`src/rtl/load_store_unit_pkg.sv`:
```
// ============================================================================
// Module      : load_store_unit_pkg
// Description : Shared types and funct3 encodings for the load/store unit.
// Revision    : 1.0 - initial release
// ============================================================================
`default_nettype none

package load_store_unit_pkg;

    typedef enum logic [1:0] {
        IDLE = 2'd0,
        REQ  = 2'd1,
        WAIT = 2'd2,
        RESP = 2'd3
    } lsu_state_t;

    typedef enum logic [1:0] {
        NONE       = 2'd0,
        MISALIGNED = 2'd1,
        ACCESS     = 2'd2,
        ILLEGAL    = 2'd3
    } lsu_fault_t;

    localparam logic [2:0] LSU_B  = 3'd0;
    localparam logic [2:0] LSU_H  = 3'd1;
    localparam logic [2:0] LSU_W  = 3'd2;
    localparam logic [2:0] LSU_D  = 3'd3;
    localparam logic [2:0] LSU_BU = 3'd4;
    localparam logic [2:0] LSU_HU = 3'd5;
    localparam logic [2:0] LSU_WU = 3'd6;

endpackage

`default_nettype wire

```
`src/rtl/load_store_unit_align.sv`:
```
// ============================================================================
// Module      : load_store_unit_align
// Description : Combinational lane logic: legality, alignment, strobes,
//               store replication and load extraction/extension.
// Revision    : 1.0 - initial release
// ============================================================================
`default_nettype none

module load_store_unit_align
    import load_store_unit_pkg::*;
#(
    parameter int XLEN = 32
) (
    input  logic                        is_store_i,
    input  logic [2:0]                  funct3_i,
    input  logic [$clog2(XLEN/8)-1:0]   offset_i,
    input  logic [XLEN-1:0]             store_data_i,
    input  logic [XLEN-1:0]             rdata_i,
    output logic                        legal_o,
    output logic                        misaligned_o,
    output logic [XLEN/8-1:0]           wstrb_o,
    output logic [XLEN-1:0]             wdata_o,
    output logic [XLEN-1:0]             load_data_o
);

    localparam int NB = XLEN / 8;

    logic [1:0]      size;
    logic [2:0]      off3;
    logic [2:0]      amask;
    logic [NB-1:0]   smask;
    logic [XLEN-1:0] shifted;

    assign size    = funct3_i[1:0];
    assign off3    = 3'(offset_i);
    assign shifted = rdata_i >> {offset_i, 3'b000};

    always_comb begin
        legal_o = 1'b0;
        case (funct3_i)
            LSU_B, LSU_H, LSU_W: legal_o = 1'b1;
            LSU_D:               legal_o = (XLEN == 64);
            LSU_BU, LSU_HU:      legal_o = !is_store_i;
            LSU_WU:              legal_o = !is_store_i && (XLEN == 64);
            default:             legal_o = 1'b0;
        endcase
    end

    always_comb begin
        amask   = 3'b111;
        smask   = '1;
        wdata_o = store_data_i;
        case (size)
            2'd0: begin
                amask   = 3'b000;
                smask   = NB'(1);
                wdata_o = {NB{store_data_i[7:0]}};
            end
            2'd1: begin
                amask   = 3'b001;
                smask   = NB'(3);
                wdata_o = {(XLEN/16){store_data_i[15:0]}};
            end
            2'd2: begin
                amask   = 3'b011;
                smask   = NB'(15);
                wdata_o = {(XLEN/32){store_data_i[31:0]}};
            end
            default: begin
                amask   = 3'b111;
                smask   = '1;
                wdata_o = store_data_i;
            end
        endcase
    end

    assign misaligned_o = |(off3 & amask);
    assign wstrb_o      = smask << offset_i;

    // Signed casts sign-extend to XLEN; unsigned casts zero-extend.
    always_comb begin
        load_data_o = shifted;
        case (funct3_i)
            LSU_B:   load_data_o = XLEN'($signed(shifted[7:0]));
            LSU_H:   load_data_o = XLEN'($signed(shifted[15:0]));
            LSU_W:   load_data_o = XLEN'($signed(shifted[31:0]));
            LSU_BU:  load_data_o = XLEN'(shifted[7:0]);
            LSU_HU:  load_data_o = XLEN'(shifted[15:0]);
            LSU_WU:  load_data_o = XLEN'(shifted[31:0]);
            default: load_data_o = shifted;
        endcase
    end

endmodule

`default_nettype wire

```
`src/rtl/load_store_unit.sv`:
```
// ============================================================================
// Module      : load_store_unit
// Description : Handshaked single-access load/store unit with fault reporting
//               and bus timeout for the multicycle core.
// Revision    : 1.0 - initial release
// ============================================================================
`default_nettype none

module load_store_unit
    import load_store_unit_pkg::*;
#(
    parameter int XLEN           = 32,
    parameter int TIMEOUT_CYCLES = 16
) (
    input  logic                clk,
    input  logic                reset,
    input  logic                start,
    input  logic                is_store,
    input  logic [2:0]          funct3,
    input  logic [XLEN-1:0]     addr,
    input  logic [XLEN-1:0]     store_data,
    output logic                busy,
    output logic                done,
    output logic                fault,
    output logic [1:0]          fault_cause,
    output logic [XLEN-1:0]     load_data,
    output logic                mem_req_valid,
    input  logic                mem_req_ready,
    output logic                mem_we,
    output logic [XLEN-1:0]     mem_addr,
    output logic [XLEN/8-1:0]   mem_wstrb,
    output logic [XLEN-1:0]     mem_wdata,
    input  logic                mem_rvalid,
    input  logic [XLEN-1:0]     mem_rdata
);

    localparam int NB    = XLEN / 8;
    localparam int OFFW  = $clog2(NB);
    localparam int CNT_W = (TIMEOUT_CYCLES > 1) ? $clog2(TIMEOUT_CYCLES) : 1;
    localparam logic [CNT_W-1:0] CNT_LAST =
        CNT_W'((TIMEOUT_CYCLES > 0) ? TIMEOUT_CYCLES - 1 : 0);

    lsu_state_t        state_q, state_d;
    lsu_fault_t        cause_q, cause_d;
    logic              we_q, we_d;
    logic [2:0]        funct3_q, funct3_d;
    logic [OFFW-1:0]   offset_q, offset_d;
    logic [XLEN-1:0]   load_data_q, load_data_d;
    logic [XLEN-1:0]   mem_addr_q, mem_addr_d;
    logic [NB-1:0]     wstrb_q, wstrb_d;
    logic [XLEN-1:0]   wdata_q, wdata_d;
    logic [CNT_W-1:0]  cnt_q, cnt_d;

    logic              in_idle;
    logic              timeout_hit;
    logic              al_store;
    logic [2:0]        al_funct3;
    logic [OFFW-1:0]   al_offset;
    logic              al_legal;
    logic              al_misaligned;
    logic [NB-1:0]     al_wstrb;
    logic [XLEN-1:0]   al_wdata;
    logic [XLEN-1:0]   al_load;

    // One lane unit: live request fields while idle, latched fields afterwards.
    assign in_idle   = (state_q == IDLE);
    assign al_store  = in_idle ? is_store : we_q;
    assign al_funct3 = in_idle ? funct3 : funct3_q;
    assign al_offset = in_idle ? addr[OFFW-1:0] : offset_q;

    load_store_unit_align #(
        .XLEN (XLEN)
    ) u_align (
        .is_store_i   (al_store),
        .funct3_i     (al_funct3),
        .offset_i     (al_offset),
        .store_data_i (store_data),
        .rdata_i      (mem_rdata),
        .legal_o      (al_legal),
        .misaligned_o (al_misaligned),
        .wstrb_o      (al_wstrb),
        .wdata_o      (al_wdata),
        .load_data_o  (al_load)
    );

    assign timeout_hit = (TIMEOUT_CYCLES != 0) && (cnt_q == CNT_LAST);

    always_ff @(posedge clk) begin
        if (reset) begin
            state_q     <= IDLE;
            cause_q     <= NONE;
            we_q        <= 1'b0;
            funct3_q    <= 3'd0;
            offset_q    <= '0;
            load_data_q <= '0;
            mem_addr_q  <= '0;
            wstrb_q     <= '0;
            wdata_q     <= '0;
            cnt_q       <= '0;
        end else begin
            state_q     <= state_d;
            cause_q     <= cause_d;
            we_q        <= we_d;
            funct3_q    <= funct3_d;
            offset_q    <= offset_d;
            load_data_q <= load_data_d;
            mem_addr_q  <= mem_addr_d;
            wstrb_q     <= wstrb_d;
            wdata_q     <= wdata_d;
            cnt_q       <= cnt_d;
        end
    end

    always_comb begin
        state_d     = state_q;
        cause_d     = cause_q;
        we_d        = we_q;
        funct3_d    = funct3_q;
        offset_d    = offset_q;
        load_data_d = load_data_q;
        mem_addr_d  = mem_addr_q;
        wstrb_d     = wstrb_q;
        wdata_d     = wdata_q;
        cnt_d       = cnt_q;
        case (state_q)
            IDLE: begin
                if (start) begin
                    we_d     = is_store;
                    funct3_d = funct3;
                    offset_d = addr[OFFW-1:0];
                    if (!al_legal) begin
                        state_d = RESP;
                        cause_d = ILLEGAL;
                    end else if (al_misaligned) begin
                        state_d = RESP;
                        cause_d = MISALIGNED;
                    end else begin
                        state_d    = REQ;
                        cause_d    = NONE;
                        cnt_d      = '0;
                        mem_addr_d = {addr[XLEN-1:OFFW], {OFFW{1'b0}}};
                        wstrb_d    = al_wstrb;
                        wdata_d    = al_wdata;
                    end
                end
            end
            REQ: begin
                cnt_d = cnt_q + CNT_W'(1);
                if (mem_req_ready && mem_rvalid) begin
                    state_d = RESP;
                    if (!we_q) load_data_d = al_load;
                end else if (timeout_hit) begin
                    state_d = RESP;
                    cause_d = ACCESS;
                end else if (mem_req_ready) begin
                    state_d = WAIT;
                end
            end
            WAIT: begin
                cnt_d = cnt_q + CNT_W'(1);
                if (mem_rvalid) begin
                    state_d = RESP;
                    if (!we_q) load_data_d = al_load;
                end else if (timeout_hit) begin
                    state_d = RESP;
                    cause_d = ACCESS;
                end
            end
            RESP:    state_d = IDLE;
            default: state_d = IDLE;
        endcase
    end

    assign busy          = !in_idle;
    assign done          = (state_q == RESP);
    assign fault         = done && (cause_q != NONE);
    assign fault_cause   = cause_q;
    assign load_data     = load_data_q;
    assign mem_req_valid = (state_q == REQ);
    assign mem_we        = mem_req_valid && we_q;
    assign mem_addr      = mem_addr_q;
    assign mem_wstrb     = wstrb_q;
    assign mem_wdata     = wdata_q;

endmodule

`default_nettype wire

```
`config.mk`:
```
export PLATFORM = sky130hd
export DESIGN_NAME = load_store_unit
export DESIGN_NICKNAME = d
export VERILOG_FILES = /design/src/rtl/load_store_unit_pkg.sv /design/src/rtl/load_store_unit_align.sv /design/src/rtl/load_store_unit.sv
export SDC_FILE = /design/constraint.sdc
export NUM_CORES = 1
export LEC_CHECK = 0
export ABC_AREA = 1
export CORE_MARGIN = 2
export CORE_UTILIZATION = 49
export CTS_BUF_LIST = sky130_fd_sc_hd__clkbuf_4
export CTS_CLUSTER_SIZE = 28
export DETAILED_ROUTE_END_ITERATION = 6
export GPL_ROUTABILITY_DRIVEN = 0
export GPL_TIMING_DRIVEN = 0
export PLACE_DENSITY = 0.92
export SLEW_MARGIN = 30
export SYNTH_ARGS = -nofsm -noshare
export SYNTH_HDL_FRONTEND = slang
export SYNTH_SLANG_ARGS = --single-unit
```
`constraint.sdc`:
```
create_clock -name clk -period 4.48 [get_ports clk]
set_clock_uncertainty 0.1 [all_clocks]
set_input_delay 0.448 -clock clk [delete_from_list [all_inputs] [get_ports clk]]
set_output_delay 0.448 -clock clk [all_outputs]
set_load 0.03 [all_outputs]
```
Word-level counts from Yosys, hierarchy flattened
Cells that the tools add are included.

Mux-type cells: 32. Equal/unequal tests: 19. Reduce and logical (&&, ||, !) cells: 22. Bitwise operators: 2. Add/sub/neg operators: 1. Shift operators: 2.

Operators with widths (count): one-hot mux 32 bit (2 select lines) (2); one-hot mux 32 bit (4 select lines) (1); two-way mux 32 bit (3); right shift 32 x 5 -> 32 bit (1); two-way mux 2 bit (14); one-hot mux 4 bit (2 select lines) (2); two-way mux 4 bit (3); AND reduction 4 bit (3); inequality test 2 bit (second input constant) (5); one-hot mux 3 bit (3 select lines) (1); one-hot mux 2 bit (4 select lines) (1); == test 2 bit (second input constant) (3); == test 3 bit (second input constant) (2); one-hot mux 2 bit (3 select lines) (1); AND reduction 3 bit (2); nonzero test 2 bit (3); OR reduction 3 bit (2); adder 4 x 1 -> 4 bit (second input constant) (1); == test 2 x 1 -> 1 bit (second input constant) (2); == test 4 bit (second input constant) (1); zero test 2 bit (2); inequality test 2 x 1 -> 1 bit (second input constant) (2); inequality test 4 x 1 -> 1 bit (second input constant) (1); OR reduction 2 bit (2); 14 further kinds (18).

Register bits after elaboration: 112. Word-level logic and storage cells: 88. Input port bits: 105. Output and inout port bits: 107.

Depth between registers and ports, before layout
Gate-level depths: netlist of the first run.

Depth in word-level cells: 10. Mapped depth: 15. Gate-level depth less buffers: 13.

Modules after synthesis
From an unflattened synthesis of the first run, not the netlist that was laid out.

Cell total of the unflattened synthesis: 811. Area, all modules: 5496.5 sq um.

By module, submodules not included: load_store_unit (times used 1, cells each 560, sequential area each 2242.2 sq um, area each 4307.9 sq um); load_store_unit_align (times used 1, cells each 251, sequential area each 0.0 sq um, area each 1188.6 sq um).

Worst setup path before layout of the first run
OpenSTA, ideal clock, no wires.

Path type: register to register. From: register state_q[1]. To: register load_data_q[25], in the netlist load_data[25]. Clock period less this slack: 2185 ps. Path slack: 2295 ps. Stages on the path, launching flop included: 13. Setup time: 115 ps. Data arrival time: 1969 ps. Path through: dfxtp_1 -> inv_1 -> ha_1 -> inv_1 -> nor2_1 -> nor3_1 -> o21ai_1 -> inv_1 -> buf_2 -> clkbuf_1 -> o21a_1 -> o21ai_0 -> inv_1.

RTL lines: from (decl) (RTL line load_store_unit.sv:43) `lsu_state_t state_q, state_d;`; from (signal assigned) (RTL line load_store_unit.sv:101) `state_q <= state_d;`; == test 2 x 1 -> 1 bit *; named net mem_req_valid (RTL line load_store_unit.sv:27) `output logic mem_req_valid,`; inequality test 2 x 1 -> 1 bit (no source line) / nonzero test 2 bit (equally long branches); AND reduction 3 bit (no source line); to (signal assigned) (RTL line load_store_unit.sv:106) `load_data_q <= load_data_d;`; to (decl) (RTL line load_store_unit.sv:48) `logic [XLEN-1:0] load_data_q, load_data_d;`.

Mark *: on every way through the listed nets, which the timed path passes. The rest lies on a longest branch. The select of a mux whose other input is x is not followed. A chain may end at the register's enable or synchronous reset.

Worst setup path in the final report of the first run
From: register state_q[0]. To: output busy.

Word-level cells in the longest chain between the ends: 2.

Ends and longest elaborated chain: zero test 2 bit (RTL line load_store_unit.sv:66) `assign in_idle = (state_q == IDLE);`; zero test 1 bit (RTL line load_store_unit.sv:174) `assign busy = !in_idle;`; to (decl) (RTL line load_store_unit.sv:22) `output logic busy,`.

Every way passes these cells.

==> results.sh, run 1 <==
export IMPL_cp_max_fo=10
export IMPL_swShare_pct=50.21
export IMPL_ctsHoldBuffers=0
export IMPL_drt_iter0_drc=566
export IMPL_ir_worst_vdd_mv=0.4143
export IMPL_diodes=0
export IMPL_synth_area_leaders="dfxtp_1, nand2_1, a21oi_1"
export IMPL_hpwlAfterDp_um=13050
export IMPL_dieWidth_um=109.3
export IMPL_dieHeight_um=109.3
export IMPL_hp_class="reg -> reg"
export IMPL_syn2layout_area_growth_pct=44.43
export IMPL_ff2ff_path_depth=11
export IMPL_maxCapViolCount=0
export IMPL_switching_power_mw=2.582
export IMPL_nets=1139
export IMPL_path_cells="inv_1, ha_1, inv_2, buf_2, clkdlybuf4s50_1"
export IMPL_combinationalPowerShare_pct=61.8
export IMPL_finalCritPeriodShare_pct=64.18
export IMPL_yosysTopAreaCell="dfxtp_1"
export IMPL_dr_pass1_iters=5
export IMPL_routed_wl_um=17100
export IMPL_grt_use_total_pct=27.91
export IMPL_critPathKind="reg -> out"
export IMPL_cts_htree_levels=3
export IMPL_port_buffers=208
export IMPL_relSlewSlack_pct=50.60
export IMPL_pwr_share_seq_pct=27.9
export IMPL_initial_core_util_pct=50.08
export IMPL_ys_types=30
export IMPL_timing_rr_start="state_q[0]"
export IMPL_avgRoutedWirePerCell_um=14.57
export IMPL_grt_start_max_net_pins=23
export IMPL_slowest_delay_ps=710
export IMPL_start_kind="flop"
export IMPL_antenna_left=0
export IMPL_worstPathRequired_ps=3930
export IMPL_clockBufferDepth=2
export IMPL_setup_tns_ps=0
export IMPL_syn_area_per_cell_um2=6.711
export IMPL_drv_slew=0
export IMPL_netlist_instances=809
export IMPL_crit_slowest_cell="clkdlybuf4s50_1"
export IMPL_cts_setup_buffers=0
export IMPL_endpoint="busy"
export IMPL_syn_cell_area_mm2=0.005429
export IMPL_die_area_mm2=0.01194
export IMPL_drive_above_1_share_pct=4.449
export IMPL_vias_per_cell=5.253
export IMPL_synth_seq_cells=112
export IMPL_fp_row_count=38
export IMPL_grt_pass1_wl_um=26100
export IMPL_antenna_found_initial=0
export IMPL_internal_power_mw=2.560
export IMPL_cp_startpoint="state_q[0]"
export IMPL_holdWs_ps=375.1
export IMPL_fmaxAchievable_mhz=347.8
export IMPL_leakage_nw=3.288
export IMPL_powerDensity_mw_per_mm2=655.7
export IMPL_path_delay_family="buffers and inverters"
export IMPL_drc=0
export IMPL_rsz0062_at_grt="no"
export IMPL_layout_min_cycle_time_ps=2875
export IMPL_tightest_slew_ps=736.0
export IMPL_via_count=6167
export IMPL_cts_sinks=112
export IMPL_clockRootBuffer="clkbuf_4"
export IMPL_status="finished clean"
export IMPL_ctsResizeCount=0
export IMPL_cts_buffers_inserted=9
export IMPL_hold_viol_final=0
export IMPL_crit_arrival_ps=2330
export IMPL_clk_latency_ps=480
export IMPL_cp_end_kind="output port"
export IMPL_p_clk_share_pct=10.2
export IMPL_yosys_area_top_type_share_pct=41.30
export IMPL_fillers=900
export IMPL_r2r_setup_slack_ps=1740
export IMPL_ys_seq_area_share_pct=41.30
export IMPL_layout_commonest_cell="nand2_1"
export IMPL_setup_violations=0
export IMPL_core_area_mm2=0.01084
export IMPL_crit_cells=5
export IMPL_clk_pin_slew_ps=180
export IMPL_layout_common_cells="nand2_1, clkdlybuf4s50_1, dfxtp_1, a21oi_1, inv_1"
export IMPL_r2r_end="load_data[26]"
export IMPL_cts_tree="done"
export IMPL_grt_pass1_vias=5493
export IMPL_yosys_warnings=0
export IMPL_boundaryPins=212
export IMPL_grt_ovfl_total=0
export IMPL_critPathBufInv=4
state kept, by name, summed over array words and instances, names as in the netlist:
name / cells
cnt_q: 4
offset_q: 2
we_q: 1
fault_cause: 2
mem_addr: 30
funct3_q: 3
mem_wdata: 32
mem_wstrb: 4
state_q: 2
load_data: 32
power by group through the flow:
stage,registers [mW],clock network (mW),logic (mW)
final,1.44,0.526,3.18
after global routing,1.47,0.574,3.46
after CTS,1.43,0.532,3.15
after detailed placement,1.46,0,3.14
after global placement,1.44,0,3.08
after floorplan,1.94,0,1.55
synthesized netlist by cell type (all sizes together):
master and number:
a211oi 2, a21oi 77, a31oi 1, buf 20, clkbuf 29, clkinv 1
conb 1, dfxtp 112, ha 5, inv 69, nand2 304, nand3 41
nand4 5, nor2 27, nor3 1, o211ai 9, o21a 31, o21ai 73
or2 1
cell type report:
cell class / count / area [um2] / share of cell area, %
Multi-Input combinational cell: 579 / 2676 / 34.13
Tap cell: 140 / 175.2 / 2.234
Sequential cell: 112 / 2242 / 28.59
Timing Repair Buffer: 208 / 2082 / 26.55
Clock inverter: 7 / 83.83 / 1.069
Clock buffer: 9 / 67.56 / 0.8617
Inverter: 70 / 262.8 / 3.351
Buffer: 49 / 251.5 / 3.207
worst min-delay path: cells and delay by family, from the launching register on:
kind	cells	cell delay (ps)
flip-flops	1	340
AO/OA/AOI/OAI	1	50
AND/OR/NAND/NOR	1	60
cells by family (layout without fill, tap and decap cells):
logic type / after synthesis / in the layout / synth area share (%)
AND/OR/NAND/NOR: 379 / 379 / 27.91
buffers and inverters: 119 / 343 / 9.472
other: 1 / 2 / 0.06907
flip-flops: 112 / 112 / 41.30
AO/OA/AOI/OAI: 193 / 193 / 20.10
adder cells (fa/ha/maj): 5 / 5 / 1.152
metal layers:
layer	GRT usage, %	vias up	wire, um
li1	-	3040	-
met1	36.35	2815	7190
met2	45.74	276	8131
met3	5.200	36	1350
met4	11.03	0	431
met5	0	-	0
how the worst min path moves through the flow:
stage / depth (start not counted) / slack, ps / to / startpoint
2_1_floorplan: 2 / 350 / funct3_q[2] / funct3_q[2]
3_3_place_gp: 2 / 350 / mem_wdata[8] / mem_wdata[8]
3_5_place_dp: 2 / 350 / mem_addr[27] / mem_addr[27]
4_1_cts: 3 / 370 / mem_addr[26] / addr[26]
5_1_grt: 3 / 340 / mem_addr[26] / addr[26]
6_report: 2 / 380 / mem_addr[8] / mem_addr[8]
per-stage QoR:
step	power, mW	util (%)	setup slack [ps]	cells	cell area [um2]
3_5_place_dp	4.595	70.94	1738	1158	7690
3_3_place_gp	4.528	70.94	1798	1158	7690
5_1_grt	5.501	72.33	1492	1174	7841
2_1_floorplan	3.493	-	2295	810	5433
6_report	5.142	72.33	1605	1174	7841
4_1_cts	5.117	72.33	1600	1174	7841
(Power assumes the default switching activity.)
==> run 2: changes to the inputs <==
--- a/config.mk
+++ b/config.mk
@@ -7,13 +7,13 @@
 export LEC_CHECK = 0
 export ABC_AREA = 1
 export CORE_MARGIN = 2
-export CORE_UTILIZATION = 49
+export CORE_UTILIZATION = 45
 export CTS_BUF_LIST = sky130_fd_sc_hd__clkbuf_4
 export CTS_CLUSTER_SIZE = 28
 export DETAILED_ROUTE_END_ITERATION = 6
 export GPL_ROUTABILITY_DRIVEN = 0
 export GPL_TIMING_DRIVEN = 0
-export PLACE_DENSITY = 0.92
+export PLACE_DENSITY = 0.86
 export SLEW_MARGIN = 30
 export SYNTH_ARGS = -nofsm -noshare
 export SYNTH_HDL_FRONTEND = slang
==> constraint.sdc (replaced) <==
create_clock -name clk -period 3 [get_ports clk]
set_clock_uncertainty 0.1 [all_clocks]
set_input_delay 0.3 -clock clk [delete_from_list [all_inputs] [get_ports clk]]
set_output_delay 0.3 -clock clk [all_outputs]
set_load 0.03 [all_outputs]
==> run 2 against run 1 <==
Largest cell class unchanged; via count is 2.1% lower; cell count is 0.68% higher; critical path type unchanged; worst setup slack worse by 1300 ps; routed wire length is 0.34% lower.
==> results.sh, run 2 (same netlist as run 1, synthesis figures left out) <==
export IMPL_status="finished clean"
export IMPL_setup_tns_ps=0
export IMPL_drv_slew=0
export IMPL_antenna_left=0
export IMPL_rsz0062_at_grt="no"
export IMPL_report_power_total_mw=7.699
export IMPL_crit_slowest_cell="clkdlybuf4s50_1"
export IMPL_clk_pin_slew_ps=160
export IMPL_r2r_end="load_data[9]"
export IMPL_powerDensity_mw_per_mm2=980.0
export IMPL_path_cells="inv_1, ha_1, inv_2, buf_2, clkdlybuf4s50_1"
export IMPL_slowest_delay_ps=710
export IMPL_grt_pass1_wl_um=27120
export IMPL_route_met2_wl_um=7972
export IMPL_crit_arrival_ps=2300
export IMPL_wl_met3_um=1312
export IMPL_drc=0
export IMPL_via_count=6040
export IMPL_syn2layout_area_growth_pct=44.71
export IMPL_cts_tree="done"
export IMPL_layout_commonest_cell="nand2_1"
export IMPL_fp_row_count=40
export IMPL_wl_met1_um=7237
export IMPL_clk_latency_ps=490
export IMPL_leakage_nw=3.290
export IMPL_grt_use_total_pct=26.18
export IMPL_tightest_slew_ps=639.3
export IMPL_grt_ovfl_total=0
export IMPL_clockRootBuffer="clkbuf_4"
export IMPL_antenna_found_initial=0
export IMPL_initial_core_util_pct=45.58
export IMPL_critPathBufInv=4
export IMPL_critPathKind="reg -> out"
export IMPL_timing_rr_start="state_q[0]"
export IMPL_post_place_ws_ps=376.4
export IMPL_dieHeight_um=113.8
export IMPL_path_delay_family="buffers and inverters"
export IMPL_ir_worst_vdd_mv=0.5997
export IMPL_dieWidth_um=113.8
export IMPL_nets=1139
export IMPL_maxCapViolCount=0
export IMPL_hold_depth=3
export IMPL_fmaxAchievable_mhz=371.0
export IMPL_regArea_mm2=0.002242
export IMPL_die_area_mm2=0.01296
export IMPL_grt_pass1_vias=5596
export IMPL_cts_htree_levels=3
export IMPL_ff2ff_path_depth=11
export IMPL_cts_sinks=112
export IMPL_clockBufferDepth=2
export IMPL_drt_iter0_drc=348
export IMPL_setup_violations=0
export IMPL_avgRoutedWirePerCell_um=14.42
export IMPL_drive_above_1_share_pct=4.255
export IMPL_hp_class="in -> reg"
export IMPL_hpwlAfterDp_um=13110
export IMPL_core_area_mm2=0.01191
export IMPL_fillers=1070
export IMPL_layout_min_cycle_time_ps=2696
export IMPL_multiInputGateArea_mm2=0.002679
export IMPL_fin_ws_ps=304.4
export IMPL_vias_per_cell=5.110
export IMPL_cp_max_fo=10
export IMPL_layout_common_cells="nand2_1, clkdlybuf4s50_1, dfxtp_1, a21oi_1, inv_1"
export IMPL_grt_start_max_net_pins=18
export IMPL_top_layer="met4"
export IMPL_port_buffers=208
export IMPL_boundaryPins=212
export IMPL_r2r_setup_slack_ps=310
export IMPL_dr_pass1_iters=6
export IMPL_worstPathRequired_ps=2600
export IMPL_cts_buffers_inserted=9
export IMPL_start_kind="flop"
export IMPL_hold_path_end="mem_addr[25]"
export IMPL_crit_cells=5
export IMPL_worstHoldStart="addr[25]"
export IMPL_routed_wl_um=17050
export IMPL_finalCritPeriodShare_pct=89.85
export IMPL_relSlewSlack_pct=57.38
export IMPL_cp_end_kind="output port"
export IMPL_hold_viol_final=0
run 2: changes by cell type in the layout (fill, tap and decap cells not counted):
| cell | change |
|---|---|
| clkinv_2 | +1 |
| nand2_1 | -1 |
| nand2_2 | +1 |
| bufinv_16 | +2 |
| diode_2 | +1 |
| clkinv_1 | +3 |
| clkinv_8 | -2 |
| inv_8 | -3 |
| clkinv_4 | -1 |
run 2: worst max path at each step:
stage	from	end	slack (ps)
after global placement	state_q[0]	load_data[26]	380
after detailed placement	state_q[0]	load_data[24]	380
after global routing	state_q[0]	load_data[25]	90
final	state_q[0]	busy	300
after floorplan	state_q[1]	load_data[25]	820
after CTS	state_q[0]	busy	280
run 2: cell type report:
cell class / instances / share of cell area (%)
antenna: 1 / 0.03185
sequential: 112 / 28.54
clock inverter: 7 / 1.083
tap: 147 / 2.341
buffer: 49 / 3.201
timing repair buffer: 208 / 26.50
multi-input combinational: 579 / 34.10
inverter: 70 / 3.344
clock buffer: 9 / 0.8600
run 2: timing repair:
item                                   CTS  global route
endpoints found under the hold margin    0             0
gates resized for setup                  0             1
setup buffers                            0             0
hold buffers                             0             0
setup endpoints to repair                0             2
run 2: per-layer routing:
metal,up-vias,global-route usage (%)
met3,40,6.961
met5,-,0
li1,3035,-
met4,0,9.593
met1,2733,32.50
met2,232,43.83
run 2: power breakdown:
| part | total [mW] | switching, mW | leakage (nW) | internal (mW) |
|---|---|---|---|---|
| sequential | 2.15 | 0.242 | 0.913 | 1.91 |
| clock | 0.835 | 0.503 | 0.0828 | 0.332 |
| combinational | 4.71 | 3.00 | 2.29 | 1.71 |
run 2: per-stage QoR:
step	hold slack, ps	utilization (%)	instances	cell area (um2)
after floorplan	342.8	-	810	5433
after global placement	350.7	64.63	1165	7699
after detailed placement	354.4	64.63	1165	7699
after CTS	215.2	65.91	1181	7851
after global routing	212.0	65.93	1181	7854
final	241.0	65.96	1182	7856
run 2: tightest hold or removal path, cell delays in order:
cell and delay [ps]:
clkdlybuf4s50_1 390, nand2_1 60, a21oi_1 50
